==> src/rtl/xnor_acc_pkg.sv <==
// -----------------------------------------------------------------------------
// xnor_acc_pkg
// Shared definitions for the XNOR popcount accumulator:
//   - default word width (BW_DEF) and accumulator/result width (ACC_W_DEF)
//   - acc_t: signed result type at the default accumulator width
//   - out_state_e: output-side holding state (EMPTY / FULL)
// -----------------------------------------------------------------------------
package xnor_acc_pkg;

  localparam int BW_DEF    = 8;
  localparam int ACC_W_DEF = 16;

  typedef logic signed [ACC_W_DEF-1:0] acc_t;

  typedef enum logic {
    EMPTY = 1'b0,
    FULL  = 1'b1
  } out_state_e;

endpackage

==> src/rtl/xnor_popcount_acc_popcount.sv <==
// -----------------------------------------------------------------------------
// popcount
// Purely combinational population count, built as a balanced adder tree by
// recursively splitting the word in halves. This keeps the depth at
// log2(BW) adders, so wide words (up to 64 bits) stay in one stage.
// Ports:
//   a_i    [BW-1:0]             input word
//   cnt_o  [$clog2(BW+1)-1:0]   number of set bits in a_i (0..BW)
// -----------------------------------------------------------------------------
module popcount #(
  parameter int BW = 8
) (
  input  logic [BW-1:0]             a_i,
  output logic [$clog2(BW+1)-1:0]   cnt_o
);

  localparam int CW = $clog2(BW+1);

  generate
    if (BW == 1) begin : g_leaf
      assign cnt_o = a_i;
    end else begin : g_split
      localparam int LO  = BW / 2;
      localparam int HI  = BW - LO;
      localparam int LCW = $clog2(LO+1);
      localparam int HCW = $clog2(HI+1);

      logic [LCW-1:0] cnt_lo;
      logic [HCW-1:0] cnt_hi;

      popcount #(.BW(LO)) u_lo (.a_i(a_i[LO-1:0]),  .cnt_o(cnt_lo));
      popcount #(.BW(HI)) u_hi (.a_i(a_i[BW-1:LO]), .cnt_o(cnt_hi));

      assign cnt_o = CW'(cnt_lo) + CW'(cnt_hi);
    end
  endgenerate

endmodule

==> src/rtl/xnor_popcount_acc.sv <==
// -----------------------------------------------------------------------------
// xnor_popcount_acc
// Accumulates XNOR words over a multi-beat vector and emits the signed +/-1
// dot product (2*matches - bits) once per vector, on the beat flagged last.
// Accumulation of the next vector continues while a result is held, so the
// input only stalls when a result is pending and downstream is not ready.
//
// Optional feature: define XNOR_ACC_THRESH_EN to add i_Thresh / o_Bit, which
// register a binarized result (sum >= i_Thresh, signed) alongside o_Sum.
//
// Ports:
//   clk       clock, rising edge
//   reset     synchronous active-high reset
//   i_valid   input beat valid
//   o_ready   block accepts a beat this cycle
//   i_A       XNOR word, 1 = match
//   i_last    beat is the last word of the vector
//   o_valid   result valid
//   i_ready   downstream accepts result
//   o_Sum     signed dot product
//   o_Ovf     accumulation overflow for this result
//   i_Thresh  signed threshold  (XNOR_ACC_THRESH_EN only)
//   o_Bit     binarized result  (XNOR_ACC_THRESH_EN only)
// -----------------------------------------------------------------------------
module xnor_popcount_acc
  import xnor_acc_pkg::*;
#(
  parameter int BW    = BW_DEF,
  parameter int ACC_W = ACC_W_DEF
) (
  input  logic                    clk,
  input  logic                    reset,
  input  logic                    i_valid,
  output logic                    o_ready,
  input  logic [BW-1:0]           i_A,
  input  logic                    i_last,
  output logic                    o_valid,
  input  logic                    i_ready,
  output logic signed [ACC_W-1:0] o_Sum,
`ifdef XNOR_ACC_THRESH_EN
  input  logic signed [ACC_W-1:0] i_Thresh,
  output logic                    o_Bit,
`endif
  output logic                    o_Ovf
);

  localparam int PCW = $clog2(BW+1);

  // Dot product from the accumulated counts: 2*pop - bits, wrapped to ACC_W.
  function automatic logic signed [ACC_W-1:0] dot_from_counts(
    input logic [ACC_W-1:0] pop_cnt,
    input logic [ACC_W-1:0] bit_cnt
  );
    logic [ACC_W-1:0] dbl;
    dbl = pop_cnt << 1;
    return $signed(dbl - bit_cnt);
  endfunction

  // The doubling drops pop_cnt's MSB; a set MSB there means the sum is wrong.
  function automatic logic shift_loses_msb(input logic [ACC_W-1:0] pop_cnt);
    return pop_cnt[ACC_W-1];
  endfunction

  out_state_e state_q, state_d;

  logic [ACC_W-1:0]        pop_acc_q;
  logic [ACC_W-1:0]        bit_acc_q;
  logic                    ovf_acc_q;

  logic signed [ACC_W-1:0] sum_q;
  logic                    ovf_q;

  logic [PCW-1:0]          pop;
  logic [ACC_W:0]          pop_ext;
  logic [ACC_W:0]          bit_ext;
  logic [ACC_W-1:0]        pop_acc_d;
  logic [ACC_W-1:0]        bit_acc_d;
  logic                    ovf_acc_d;
  logic signed [ACC_W-1:0] sum_d;
  logic                    ovf_d;
  logic                    accept;
  logic                    accept_last;

  // ---- stage 0: popcount + accumulate (single combinational stage) ----
  popcount #(.BW(BW)) u_popcount (
    .a_i   (i_A),
    .cnt_o (pop)
  );

  assign accept      = i_valid && o_ready;
  assign accept_last = accept && i_last;

  // One extra bit on each add exposes the carry out of the ACC_W accumulator.
  assign pop_ext   = {1'b0, pop_acc_q} + (ACC_W+1)'(pop);
  assign bit_ext   = {1'b0, bit_acc_q} + (ACC_W+1)'(BW);
  assign pop_acc_d = pop_ext[ACC_W-1:0];
  assign bit_acc_d = bit_ext[ACC_W-1:0];
  assign ovf_acc_d = ovf_acc_q | pop_ext[ACC_W] | bit_ext[ACC_W];

  assign sum_d = dot_from_counts(pop_acc_d, bit_acc_d);
  assign ovf_d = ovf_acc_d | shift_loses_msb(pop_acc_d);

  always_ff @(posedge clk) begin
    if (reset) begin
      pop_acc_q <= '0;
      bit_acc_q <= '0;
      ovf_acc_q <= 1'b0;
    end else if (accept) begin
      if (i_last) begin
        pop_acc_q <= '0;
        bit_acc_q <= '0;
        ovf_acc_q <= 1'b0;
      end else begin
        pop_acc_q <= pop_acc_d;
        bit_acc_q <= bit_acc_d;
        ovf_acc_q <= ovf_acc_d;
      end
    end
  end

  // ---- stage 1: result register (loaded by the accepted last beat) ----
  always_ff @(posedge clk) begin
    if (reset) begin
      sum_q <= '0;
      ovf_q <= 1'b0;
    end else if (accept_last) begin
      sum_q <= sum_d;
      ovf_q <= ovf_d;
    end
  end

`ifdef XNOR_ACC_THRESH_EN
  logic bit_q;

  always_ff @(posedge clk) begin
    if (reset) begin
      bit_q <= 1'b0;
    end else if (accept_last) begin
      bit_q <= (sum_d >= i_Thresh);
    end
  end

  assign o_Bit = bit_q;
`endif

  // Output-side state register.
  always_ff @(posedge clk) begin
    if (reset) begin
      state_q <= EMPTY;
    end else begin
      state_q <= state_d;
    end
  end

  // Next state: a new last beat always (re)fills; otherwise i_ready drains.
  always_comb begin
    state_d = state_q;
    case (state_q)
      EMPTY:   if (accept_last) state_d = FULL;
      FULL:    if (accept_last) state_d = FULL;
               else if (i_ready) state_d = EMPTY;
      default: state_d = EMPTY;
    endcase
  end

  // Outputs: o_ready depends only on state and i_ready, never on i_valid.
  always_comb begin
    o_valid = (state_q == FULL);
    o_ready = !o_valid || i_ready;
  end

  assign o_Sum = sum_q;
  assign o_Ovf = ovf_q;

endmodule

==> config.mk <==
export PLATFORM = sky130hd
export DESIGN_NAME = xnor_popcount_acc
export DESIGN_NICKNAME = d
export VERILOG_FILES = /design/src/rtl/xnor_acc_pkg.sv /design/src/rtl/xnor_popcount_acc_popcount.sv /design/src/rtl/xnor_popcount_acc.sv
export SDC_FILE = /design/constraint.sdc
export NUM_CORES = 1
export LEC_CHECK = 0
export CORE_MARGIN = 4
export CORE_UTILIZATION = 30
export CTS_BUF_LIST = sky130_fd_sc_hd__clkbuf_2 sky130_fd_sc_hd__clkbuf_4 sky130_fd_sc_hd__clkbuf_8
export CTS_CLUSTER_SIZE = 16
export DETAILED_ROUTE_END_ITERATION = 10
export GPL_ROUTABILITY_DRIVEN = 0
export PLACE_DENSITY = 0.48
export SYNTH_ARGS = -nofsm -noshare
export SYNTH_HDL_FRONTEND = slang
export SYNTH_SLANG_ARGS = --single-unit
==> constraint.sdc <==
create_clock -name clk -period 7.8 [get_ports clk]
set_input_delay 2.34 -clock clk [delete_from_list [all_inputs] [get_ports clk]]
set_output_delay 2.34 -clock clk [all_outputs]
set_load 0.01 [all_outputs]
# Yosys cells after proc, flatten, opt, wreduce, memory -nomap -nowiden
# Index checks and enable logic that the tools add are counted.
[classes]
n_bitwise = 4
addsub = 10
reduce_logical = 4
muxes = 7
[ops]
columns = ["op", "n"]
rows = [
  ["16-bit two-way mux", 2],
  ["16-bit by 4-bit adder with 17-bit output", 1],
  ["16-bit by 4-bit adder with 17-bit output, second input constant", 1],
  ["16-bit subtractor", 1],
  ["1-bit by 1-bit adder with 2-bit output", 4],
  ["2-bit by 2-bit adder with 3-bit output", 2],
  ["3-bit by 3-bit adder with 4-bit output", 1],
  ["1-bit two-way mux", 4],
  ["1-bit bitwise OR", 3],
  ["1-bit logical AND", 2],
  ["1-bit case mux with 2 select lines", 1],
  ["1-bit logical NOT", 1],
  ["1-bit logical OR", 1],
  ["1-bit inverter", 1],
]
[word_totals]
elab_cells = 31
output_inout_bits = 19
reg_bits = 51

# Depth between registers and ports, before layout
[depth]
ltp_word = 7
depth_mapped = 19

# Modules after synthesis
# A second synthesis with hierarchy kept.
[unflattened]
hier_cells = 416
hier_area_um2 = 3319.4
[by_module_without_submodules]
columns = ["module", "area_each_um2", "cells_each", "n_inst", "seq_area_each_um2"]
rows = [
  ["xnor_popcount_acc", 3011.6, 378, 1, 940.9],
  ["popcount (u_popcount.g_split.u_hi ...)", 51.3, 7, 2, 0.0],
  ["popcount (u_popcount)", 95.1, 12, 1, 0.0],
  ["popcount (u_popcount.g_split.u_hi.g_split.u_hi.g_split.u_hi ...)", 7.5, 1, 8, 0.0],
  ["popcount (u_popcount.g_split.u_hi.g_split.u_hi ...)", 12.5, 1, 4, 0.0],
]

# Worst setup path after synthesis
# No wires, ideal clock.
[synth_timing]
path_kind = "input to register"
from = "input i_A[0]"
to = "register sum_q[14], in the netlist o_Sum[14]"
cell_stages = 17
required_time_ps = 7673
arrival_ps = 6861
setup_slack_ps = 812
path_buffers = 0
cell_sequence = "fa_1 -> inv_1 -> fa_1 -> fa_1 -> fa_1 -> fa_1 -> xnor2_1 -> ha_1 -> o21ai_0 -> and3_1 -> nand2b_1 -> o21ai_0 -> a211o_1 -> and4_1 -> nor4_2 -> nor3_1 -> or3b_1"
[synth_between]
elab_chain_cells = 5
[synth_lines]
columns = ["element", "line_no", "text"]
rows = [
  ["from (decl)", "xnor_popcount_acc.sv:35", "input logic [BW-1:0] i_A,"],
  ["1-bit by 1-bit adder with 2-bit output", "xnor_popcount_acc_popcount.sv:34", "assign cnt_o = CW'(cnt_lo) + CW'(cnt_hi);"],
  ["2-bit by 2-bit adder with 3-bit output", "xnor_popcount_acc_popcount.sv:34", ""],
  ["3-bit by 3-bit adder with 4-bit output", "xnor_popcount_acc_popcount.sv:34", ""],
  ["16-bit by 4-bit adder with 17-bit output", "xnor_popcount_acc.sv:94", "assign pop_ext = {1'b0, pop_acc_q} + (ACC_W+1)'(pop);"],
  ["16-bit subtractor", "xnor_popcount_acc.sv:56", "return $signed(dbl - bit_cnt);"],
  ["to (signal assigned)", "xnor_popcount_acc.sv:127", "sum_q <= sum_d;"],
  ["to (decl)", "xnor_popcount_acc.sv:70", "logic signed [ACC_W-1:0] sum_q;"],
]
# Every way passes these cells.
# A chain may end at the register's enable or synchronous reset.

# Final worst setup path
# Ends and elaborated chain as after synthesis.

==> qor.yml <==
fin_nets: 437
avgRoutedWirePerCell_um: 13.4
syn_nets: 412
min_path_cells: 2
setup_viol: 0
drive_above_1_share_pct: 6.20
firstDrtPassIters: 4
seq_power_share_pct: 38.5
clockBufferDepth: 2
die_h_um: 109
cp-end-kind: "register"
antenna_found_initial: 0
worst_r2r_path_depth: 16
slew_headroom_pct: 33.8
cp_slowest_cell: "fa_1"
grtUsageTotal_pct: 13.0
core.rowCount: 36
port_buffers: 30
vdd_drop_max_uv: 85.5
cts_tree: "done"
fill_cells: 1068
boundaryPins: 32
area_growth_pct: 17.1
cts_sinks: 47
p_int_mw: 0.459
postCtsHoldBufs: 0
critPathMaxFanout: 3
grt_pass1_vias: 2552
synthTopCellsByArea: "dfxtp_1 (31%), nor2_1 (8.0%), ha_1 (7.0%)"
drc: 0
grt_max_degree: 45
path_buf_inv: 2
hold_class: "register to register"
final-hold-violation-count: 0
crit_required_ps: 7990
syn_area_um2: 3040
coreArea_um2: 9820
post_cts_buffers: 0
slowest_delay_ps: 530
start_kind: "primary input"
syn_inst: 377
root_buffer: "clkbuf_8"
crit_path_frequent_cell: "fa_1"
wl_met2_mm: 3.31
synthFlopType: "dfxtp_1"
yosysWarnings: 0
rsz0062_at_grt: "false"
worstPathCellList: "clkdlybuf4s50_1 > fa_1 > inv_1 > fa_1 > fa_1 > fa_1 > fa_1 > xnor2_1 > ha_1 > o21ai_0 > and3_1 > nand2b_1 > o21ai_0 > a211o_1 > and4_1 > nor4_2 > nor3_1 > or3b_1"
cp.depth: 18
switchingPower_mw: 0.233
yosys.cell_types.count: 46
ys_seq_area_share_pct: 30.9
maxCapViolCount: 0
h-tree-depth: 2
clk_pin_slew_ps: 90
tightest_slew_ps: 989
yosysMostFrequentCell: "nor2_1"
arrival_ps: 7510
fin_area_um2: 3570
powerDensity_nw_per_um2: 194
cp_top_family: "adder cells"
die_w_um: 109
routed_via_density: 4.81
p_comb_share_pct: 39.7
overflow: 0
clk-insertion-delay-late_ps: 300
wirelength_mm: 7.18
vias: 2577
cts_buffers: 5
yosys.area.top_type: "dfxtp_1"
met3_length_um: 206
synthArstFlopShare_pct: 0
fmax_mhz: 137
ys_ff_latch: 47
dieArea_um2: 11800
hpwl_mm: 5.38
status: "complete, no violations"
synth_common_cells: "nor2_1 (65), dfxtp_1 (47), nand2_1 (29)"
synth_top_area_share_pct: 30.9
fin_crit_ps: 7320
p_sw_share_pct: 33.7
n_antenna_cell: 0
timing.final.crit_share_pct: 93.9
synth_edf_count: 0
drt-met1-wl_mm: 3.60
placed_area_um2: 3480
drt_iter0_drc: 109
crit_type: "primary input to register"
report.final.slew_viol_count: 0
fin_tns_setup_ps: 0
drtAntennaViolNets: 0
post_cts_resized: 0
p_leak_nw: 1.38
skew_ps: 8.31
power_frac_clock_pct: 21.8
initial_core_util_pct: 31.0
avgSynthCellArea_um2: 8.07
top_layer: "met4"
grt_pass1_wl_mm: 12.4
[layout by cell type (no fill, tap or decap), drive strengths merged, types with 7 or more instances in the layout]
cell | synthesis | final
nand3 | 15 | 15
clkbuf | 14 | 7
dfxtp | 47 | 47
ha | 17 | 17
nor2 | 67 | 67
o21ai | 17 | 17
xor2 | 18 | 18
a22oi | 14 | 14
a211oi | 12 | 12
xnor2 | 19 | 19
a21oi | 29 | 29
nor3 | 7 | 7
clkdlybuf4s50 | 0 | 30
nand2 | 29 | 29
inv | 18 | 18
[layout make-up]
cell class | count | area (um^2) | area share, %
clock inverter | 1 | 5.00 | 0.140
sequential | 47 | 941 | 26.4
timing repair buffer | 34 | 330 | 9.26
tap | 133 | 166 | 4.67
inverter | 18 | 67.6 | 1.89
multi-input combinational | 296 | 1970 | 55.3
clock buffer | 7 | 83.8 | 2.35
[stage by stage]
| stage | utilization [%] | setup WS (ps) | instances | power, mW | hold slack [ps] |
|---|---|---|---|---|---|
| after global routing | 36.3 | 172 | 536 | 0.750 | 476 |
| after floorplan | - | 812 | 377 | 0.466 | 457 |
| after global placement | 35.4 | 196 | 528 | 0.549 | 437 |
| final | 36.3 | 476 | 536 | 0.692 | 454 |
| after detailed placement | 35.4 | 122 | 528 | 0.549 | 445 |
| after CTS | 36.3 | 464 | 536 | 0.707 | 458 |
[state kept, by name, indices dropped and copies added (netlist names)]
register and count:
pop_acc_q 16, o_Sum 15, bit_acc_q 13, o_Ovf 1
o_valid 1, ovf_acc_q 1
[final timing paths]
kind                              startpoint        end  slack (ps)
worst min register to register     o_Sum[11]  o_Sum[11]         450
worst max register to register  pop_acc_q[0]  o_Sum[14]        3120
worst max-delay path                  i_A[0]  o_Sum[14]         480
worst min-delay path               o_Sum[11]  o_Sum[11]         450
[tightest hold or removal path: stages (launching register included)]
cell and delay (ps):
dfxtp_1 320, nand2_1 50, a21oi_1 50
[power by group through the flow]
stage               registers [mW]  clock network (mW)  logic (mW)
floorplan                    0.279                   0       0.187
global placement             0.272                   0       0.277
detailed placement           0.272                   0       0.277
CTS                          0.267               0.162       0.278
global route                 0.269               0.167       0.314
finish                       0.266               0.151       0.275
[cells by family (layout without fill, tap and decap cells)]
logic type	count (synthesis)	count (layout)	share of synthesized area [%]
AND/OR/NAND/NOR	146	146	22.4
adder cells (fa/ha/maj)	22	22	10.3
XOR/XNOR	39	39	12.4
flip-flops	47	47	30.9
buffers and inverters	34	60	4.32
other	1	1	0.123
AO/OA/AOI/OAI	88	88	19.6
[layer usage]
| layer | GRT usage (%) | vias up |
|---|---|---|
| li1 | - | 1354 |
| met1 | 17.9 | 1185 |
| met2 | 21.8 | 34 |
| met3 | 1.78 | 4 |
| met4 | 2.89 | 0 |
| met5 | 0 | - |
No activity file was read; power rests on OpenSTA's default activity.
